**src/rtl/simple_phase_sequencer.sv**
```systemverilog
// rtl/simple_phase_sequencer.sv - run/stop controller, P1..P5 phase enables and retired-instruction counter
// Optional single-instruction stepping is enabled by defining SIMPLE_PHASE_STEP_EN.
module simple_phase_sequencer #(
    parameter int SYNC_STAGES = 2,
    parameter int CNT_W       = 16
) (
    input  logic             i_clk,
    input  logic             i_rst,
    input  logic             i_exec,
    input  logic             i_halt_req,
`ifdef SIMPLE_PHASE_STEP_EN
    input  logic             i_step_mode,
`endif
    output logic [4:0]       o_phase_en,
    output logic             o_running,
    output logic             o_halted,
    output logic [CNT_W-1:0] o_inst_count
);

    typedef enum logic [1:0] {
        S_IDLE     = 2'd0,
        S_RUN      = 2'd1,
        S_STOPPING = 2'd2,
        S_HALTED   = 2'd3
    } state_t;

    localparam logic [4:0] PH_NONE = 5'b00000;
    localparam logic [4:0] PH_P1   = 5'b00001;

    logic [SYNC_STAGES-1:0] r_sync;
    logic                   r_exec_prev;
    logic                   w_exec_pulse;
    logic                   w_step;
    logic                   w_stop_at_end;

    state_t                 r_state;
    state_t                 w_state_nxt;
    logic [4:0]             r_phase;
    logic [4:0]             w_phase_nxt;
    logic [CNT_W-1:0]       r_count;
    logic [CNT_W-1:0]       w_count_nxt;

`ifdef SIMPLE_PHASE_STEP_EN
    assign w_step = i_step_mode;
`else
    assign w_step = 1'b0;
`endif

    always_ff @(posedge i_clk or posedge i_rst) begin
        if (i_rst) begin
            r_sync      <= '0;
            r_exec_prev <= 1'b0;
        end else begin
            r_sync      <= {r_sync[SYNC_STAGES-2:0], i_exec};
            r_exec_prev <= r_sync[SYNC_STAGES-1];
        end
    end

    assign w_exec_pulse = r_sync[SYNC_STAGES-1] & ~r_exec_prev;

    // A press at P5 toggles the pending stop just like a press in P1..P4.
    assign w_stop_at_end = w_step | ((r_state == S_STOPPING) ^ w_exec_pulse);

    always_ff @(posedge i_clk or posedge i_rst) begin
        if (i_rst) begin
            r_state <= S_IDLE;
            r_phase <= PH_NONE;
            r_count <= '0;
        end else begin
            r_state <= w_state_nxt;
            r_phase <= w_phase_nxt;
            r_count <= w_count_nxt;
        end
    end

    always_comb begin
        w_state_nxt = r_state;
        w_phase_nxt = r_phase;
        w_count_nxt = r_count;
        case (r_state)
            S_IDLE, S_HALTED: begin
                if (w_exec_pulse) begin
                    w_state_nxt = S_RUN;
                    w_phase_nxt = PH_P1;
                end
            end
            S_RUN, S_STOPPING: begin
                if (r_phase[4]) begin
                    w_count_nxt = r_count + {{(CNT_W-1){1'b0}}, 1'b1};
                    if (i_halt_req) begin
                        w_state_nxt = S_HALTED;
                        w_phase_nxt = PH_NONE;
                    end else if (w_stop_at_end) begin
                        w_state_nxt = S_IDLE;
                        w_phase_nxt = PH_NONE;
                    end else begin
                        w_state_nxt = S_RUN;
                        w_phase_nxt = PH_P1;
                    end
                end else begin
                    w_phase_nxt = r_phase << 1;
                    if (w_exec_pulse) begin
                        w_state_nxt = (r_state == S_RUN) ? S_STOPPING : S_RUN;
                    end
                end
            end
            default: begin
                w_state_nxt = S_IDLE;
                w_phase_nxt = PH_NONE;
            end
        endcase
    end

    always_comb begin
        o_phase_en   = r_phase;
        o_running    = (r_state == S_RUN) || (r_state == S_STOPPING);
        o_halted     = (r_state == S_HALTED);
        o_inst_count = r_count;
    end

endmodule
```
**config.mk**
```make
export PLATFORM = sky130hd
export DESIGN_NAME = simple_phase_sequencer
export DESIGN_NICKNAME = d
export VERILOG_FILES = /design/src/rtl/simple_phase_sequencer.sv
export SDC_FILE = /design/constraint.sdc
export NUM_CORES = 1
export LEC_CHECK = 0
export CAP_MARGIN = 30
export CELL_PAD_IN_SITES_DETAIL_PLACEMENT = 0
export CELL_PAD_IN_SITES_GLOBAL_PLACEMENT = 1
export CORE_ASPECT_RATIO = 2
export CORE_MARGIN = 2
export CORE_UTILIZATION = 42
export CTS_BUF_LIST = sky130_fd_sc_hd__clkbuf_16
export CTS_CLUSTER_DIAMETER = 80
export CTS_CLUSTER_SIZE = 25
export DETAILED_ROUTE_END_ITERATION = 10
export MAX_ROUTING_LAYER = met4
export PLACE_DENSITY_LB_ADDON = 0.15
export SYNTH_ARGS = -nofsm -noshare
export SYNTH_HDL_FRONTEND = slang
export SYNTH_SLANG_ARGS = --single-unit
```
**constraint.sdc**
```tcl
create_clock -name i_clk -period 4.2 [get_ports i_clk]
set_input_delay 1.26 -clock i_clk [delete_from_list [all_inputs] [get_ports i_clk]]
set_output_delay 1.26 -clock i_clk [all_outputs]
set_load 0.02 [all_outputs]
```
==> results of run 1 <==
cell families after synthesis:
logic type      after synthesis  share of synthesized area, %
simple gates                 36                          22.1
flops                        26                          52.6
xor+xnor                     16                          11.3
compound gates               11                          6.67
buf+inv                       8                          3.24
fa+ha+maj                     4                          4.04
cell usage after synthesis (all sizes together):
cell type,number
a32o,3
nor2b,2
buf,3
a21boi,1
nand2b,1
nand4,3
nor3,2
nor2,4
nand3,4
and4,2
a22oi,1
a311oi,1
nor4,2
xnor2,9
o21ai,2
inv,5
nand4b,1
nand3b,1
or3b,1
a21oi,2
and3,1
dfrtp,26
ha,4
a32oi,1
xor2,7
nand2,12
how the worst min path moves through the flow:
stage,start,to,cells after the start
after floorplan,r_sync[0]$_DFF_PP0_,r_sync[1]$_DFF_PP0_,0
after global placement,r_sync[0]$_DFF_PP0_,r_sync[1]$_DFF_PP0_,0
after detailed placement,r_sync[0]$_DFF_PP0_,r_sync[1]$_DFF_PP0_,0
after CTS,r_sync[0]$_DFF_PP0_,r_sync[1]$_DFF_PP0_,0
after global routing,r_sync[0]$_DFF_PP0_,r_sync[1]$_DFF_PP0_,0
final,r_sync[0]$_DFF_PP0_,r_sync[1]$_DFF_PP0_,0
flip-flops by register name, indices dropped and copies added, names as in the netlist:
register and flops:
o_phase_en 5, r_sync 2, r_exec_prev 1, o_inst_count 16
r_state 2
through the flow:
stage | cell area [um2] | setup slack, ns | std cells | utilization (%) | power (uW)
floorplan | 1240 | 1.85 | 101 | - | 600
global placement | 1510 | 1.31 | 153 | 54.6 | 715
detailed placement | 1510 | 1.27 | 153 | 54.6 | 730
CTS | 1590 | 0.965 | 157 | 57.5 | 942
global route | 1620 | 0.841 | 158 | 58.4 | 999
finish | 1620 | 0.973 | 158 | 58.4 | 935
area by class of cell:
type	count	area, um2
fill	245	1150
tap	29	36.3
sequential	26	651
inverter	5	18.8
clock inverter	1	3.75
clock buffer	3	75.1
multi-input combinational	67	547
timing repair buffer	27	288
power by group through the flow:
stage / combinational (uW) / sequential (uW) / clock [uW]
2_1_floorplan: 216 / 384 / 0
3_3_place_gp: 356 / 359 / 0
3_5_place_dp: 368 / 362 / 0
4_1_cts: 370 / 358 / 214
5_1_grt: 410 / 367 / 223
6_report: 369 / 358 / 208
layer usage:
metal / vias up / track usage, % / part of all wire, %
met5: - / - / 0
met4: 0 / 6.56 / 1.7
met3: 4 / 2.44 / 3.6
met2: 19 / 27.1 / 53
met1: 403 / 16.9 / 42
li1: 406 / - / -
==> results.yml, run 1 <==
status:
  outcome: "finished clean"
power:
  power_frac_seq_pct: 38.3
  p_leak_uw: 0.000809
  p_int_uw: 600
  switchingPower_uw: 335
  swShare_pct: 35.9
  max-vdd-ir-drop_mv: 0.397
  power_frac_clock_pct: 22.3
  power_frac_comb_pct: 39.4
  powerDensity_nw_per_um2: 577
detailed_routing:
  dr.pass1.iters: 4
  drt-vias-per-instance: 5.27
  final_antenna_net_count: 0
  vias: 832
  finalWirelength_um: 2240
  wl_per_cell_um: 14.2
  drtIter0Drc: 21
  post-route-drc-count: 0
critical_path:
  path_class: "flip-flop to output pin"
  arrival_ns: 1.97
  endpoint_kind: "output pin"
  timing.rr.start: "r_state[0]$_DFFE_PP0P_"
  timing.critical_path.depth: 4
  crit_family: "buffers and inverters"
  crit_top_cell: "inv_1"
  startpoint: "r_state[0]$_DFFE_PP0P_"
  r2r-end: "o_inst_count[12]$_DFFE_PP0P_"
  cp-start-kind: "flip-flop"
  path_buf_inv: 3
  cp_slowest_cell: "clkdlybuf4s50_1"
  rr_worst_depth: 6
  r2r_slack_ns: 2.24
  required_ns: 2.94
  cp_max_fo: 14
  crit_path_cell_trace: "inv_1 -> ha_1 -> inv_1 -> clkdlybuf4s50_1"
  endpoint: "o_running"
  max_stage_delay_ns: 0.62
run:
  cap_violations: 0
floorplanning:
  io_pins: 27
  initial_core_util_pct: 44.7
  die_x_um: 42.4
  die-area_um2: 3420
  rows: 27
  die_y_um: 80.8
  coreArea_um2: 2770
cts:
  cts.clk_slew.worst_paths_ns: 0.06
  clk_latency_ns: 0.26
  cts_setup_buffers: 0
  cts.path.max_buffers: 2
  cts_hold_buf: 0
  clock_sinks: 26
  htreeDepth: 1
  numCtsBuffers: 3
  cts_root_buf: "clkbuf_16"
  ctsResizeCount: 0
  cts_tree: "done"
global_routing:
  grt_antenna_before_repair: 0
  grt_pass1_wl_um: 3980
  grt_max_degree: 27
  first_global_vias: 869
  overflow: 0
  grtUsageTotal_pct: 15.4
sta:
  report.final.slew_viol_count: 0
  fin_setup_tns_ns: 0
  period_share_pct: 76.8
  holdWs_ns: 0.354
  finClkSkew_ns: 0.00479
  finalSetupViolations: 0
  rsz0062_at_grt: "false"
  relSlewSlack_pct: 71.4
  fmax_mhz: 310
  min_period_ns: 3.23
  hold_viol: 0
  worstMarginPinSlew_ns: 0.430
min_path:
  hold_class: "flip-flop to flip-flop"
logic_synthesis:
  yosys.area.top_type_share_pct: 52.6
  yosys-top-cells-area: "dfrtp_1, xnor2_1, xor2_1"
  syn_nets: 109
  synth-seq-area-share_pct: 52.6
  ys_types: 30
  synth.avg_cell_area_um2: 12.3
  syn_area_um2: 1240
  synthCells: 101
  synth-seq-cells: 26
  yosysWarningCount: 0
  yosys.area.top_type: "dfrtp_1"
final_layout:
  drive_above_1_share_pct: 10.9
  nNetsFinal: 138
  final_cell_mix: "clkdlybuf4s50_1, dfrtp_1, nand2_1"
  n_antenna_cell: 0
  syn2layout_area_growth_pct: 30.8
place:
  gp_congestion: 0.712
  dpl.hpwl_um: 1660
  io_buffers: 26
No activity file was read; power rests on OpenSTA's default activity.
==> run 2: changes to the inputs <==
- CORE_UTILIZATION: 42 -> 39
- clock period: 4.2 -> 3 ns (I/O delays scaled with it)
==> run 2 against run 1 <==
Cell count grew 1.9%. Die area rose by 7.1%. Total power increased by 41%. Register-to-register slack got worse by 1.1 ns. Utilization is 6.3 points lower. Sequential cell count is the same. Clock-buffer cell count unchanged. Worst hold slack got worse by 0.0012 ns.
==> results.yml, run 2 (synthesis gave the netlist of run 1 again) <==
final_layout:
  utilization_pct: 52.2
  fin_cells: 161
  nNetsFinal: 139
  n_antenna_cell: 0
  final_cell_mix: "clkdlybuf4s50_1, dfrtp_1, nand2_1"
  drive_above_1_share_pct: 11.5
  fin_area_um2: 1610
  largest_reg_flops: 16
  syn2layout_area_growth_pct: 30.0
cts:
  ctsResizeCount: 0
  cts.path.max_buffers: 2
  cts_hold_buf: 0
  cts.clk_slew.worst_paths_ns: 0.06
  cts_root_buf: "clkbuf_16"
  clock_sinks: 26
  htreeDepth: 1
  clk_latency_ns: 0.26
  numCtsBuffers: 3
  cts_tree: "done"
  cts_setup_buffers: 0
global_routing:
  grt_antenna_before_repair: 0
  grtUsageTotal_pct: 13.8
  first_global_vias: 809
  grt_max_degree: 27
  grt_pass1_wl_um: 3770
  overflow: 0
place:
  io_buffers: 26
  gp_congestion: 0.704
  place_ws_ns: 0.635
  place_inst: 157
  dpl.hpwl_um: 1520
  placed_cell_area_um2: 1530
critical_path:
  required_ns: 2.10
  path_class: "flip-flop to output pin"
  cp_max_fo: 3
  cp-start-kind: "flip-flop"
  startpoint: "r_state[0]$_DFFE_PP0P_"
  arrival_ns: 1.72
  endpoint_kind: "output pin"
  cp_slowest_cell: "clkdlybuf4s50_1"
  r2r-end: "o_inst_count[13]$_DFFE_PP0P_"
  crit_top_cell: "inv_1"
  r2r_slack_ns: 1.12
  max_stage_delay_ns: 0.61
  timing.rr.start: "r_state[0]$_DFFE_PP0P_"
  crit_path_cell_trace: "inv_1 -> ha_1 -> inv_1 -> clkdlybuf4s50_1"
  rr_worst_depth: 7
detailed_routing:
  drt-vias-per-instance: 5.17
  vias: 833
  wl_per_cell_um: 13.4
  drtIter0Drc: 30
  post-route-drc-count: 0
  finalWirelength_um: 2160
  final_antenna_net_count: 0
  dr.pass1.iters: 4
sta:
  period_share_pct: 87.4
  min_period_ns: 2.62
  finClkSkew_ns: 0.00292
  setup_slack_ns: 0.377
  finalSetupViolations: 0
  rsz0062_at_grt: "false"
  hold_viol: 0
  worstMarginPinSlew_ns: 0.406
  relSlewSlack_pct: 72.9
  report.final.slew_viol_count: 0
  fmax_mhz: 381
  fin_setup_tns_ns: 0
run:
  cap_violations: 0
min_path:
  min-delay-start: "r_sync[0]$_DFF_PP0_"
  hold_class: "flip-flop to flip-flop"
  hold_depth: 0
  min_to: "r_sync[1]$_DFF_PP0_"
floorplanning:
  die_x_um: 43.8
  rows: 29
  initial_core_util_pct: 40.1
  die-area_um2: 3670
  coreArea_um2: 3080
  die_y_um: 83.7
  io_pins: 27
power:
  powerDensity_nw_per_um2: 817
  max-vdd-ir-drop_mv: 0.566
  p_leak_uw: 0.000806
status:
  outcome: "finished clean"
==> run 2: power breakdown <==
group | internal [uW] | leakage [uW] | switching, uW
registers | 415 | 0.000344 | 83.9
clock network | 178 | 0.0000385 | 116
logic | 253 | 0.000423 | 268
total | 846 | 0.000806 | 467
==> run 2: stage by stage <==
step	hold WS [ns]	power, uW
6_report	0.353	1310
4_1_cts	0.354	1330
2_1_floorplan	0.331	840
3_3_place_gp	0.333	1030
5_1_grt	0.364	1410
3_5_place_dp	0.339	1030
==> run 2: worst max-delay path by stage <==
stage                 to  slack, ns  cells past startpoint
2_1_floorplan  o_running       1.01                      4
3_3_place_gp   o_running       0.68                      4
3_5_place_dp   o_running       0.64                      4
4_1_cts        o_running       0.36                      4
5_1_grt        o_running       0.29                      4
6_report       o_running       0.38                      4
==> run 2: final cells by class <==
class                           instances  area (um2)
Clock buffer                            3        75.1
Clock inverter                          1        3.75
Fill cell                             262        1480
Inverter                                5        18.8
Multi-Input combinational cell         67         547
Sequential cell                        26         651
Tap cell                               31        38.8
Timing Repair Buffer                   28         275
==> run 2: per-layer routing <==
layer  track usage, %  part of all wire, %
met1             18.8                   47
met2             19.9                   49
met3             1.95                  3.1
met4             6.61                  1.2
met5                -                    0
==> run 2: critical path, delay by kind of cell, from the launching register on <==
family	cells	cell delay (ns)
buffers and inverters	3	0.79
DFF	1	0.37
adders and majority gates	1	0.31
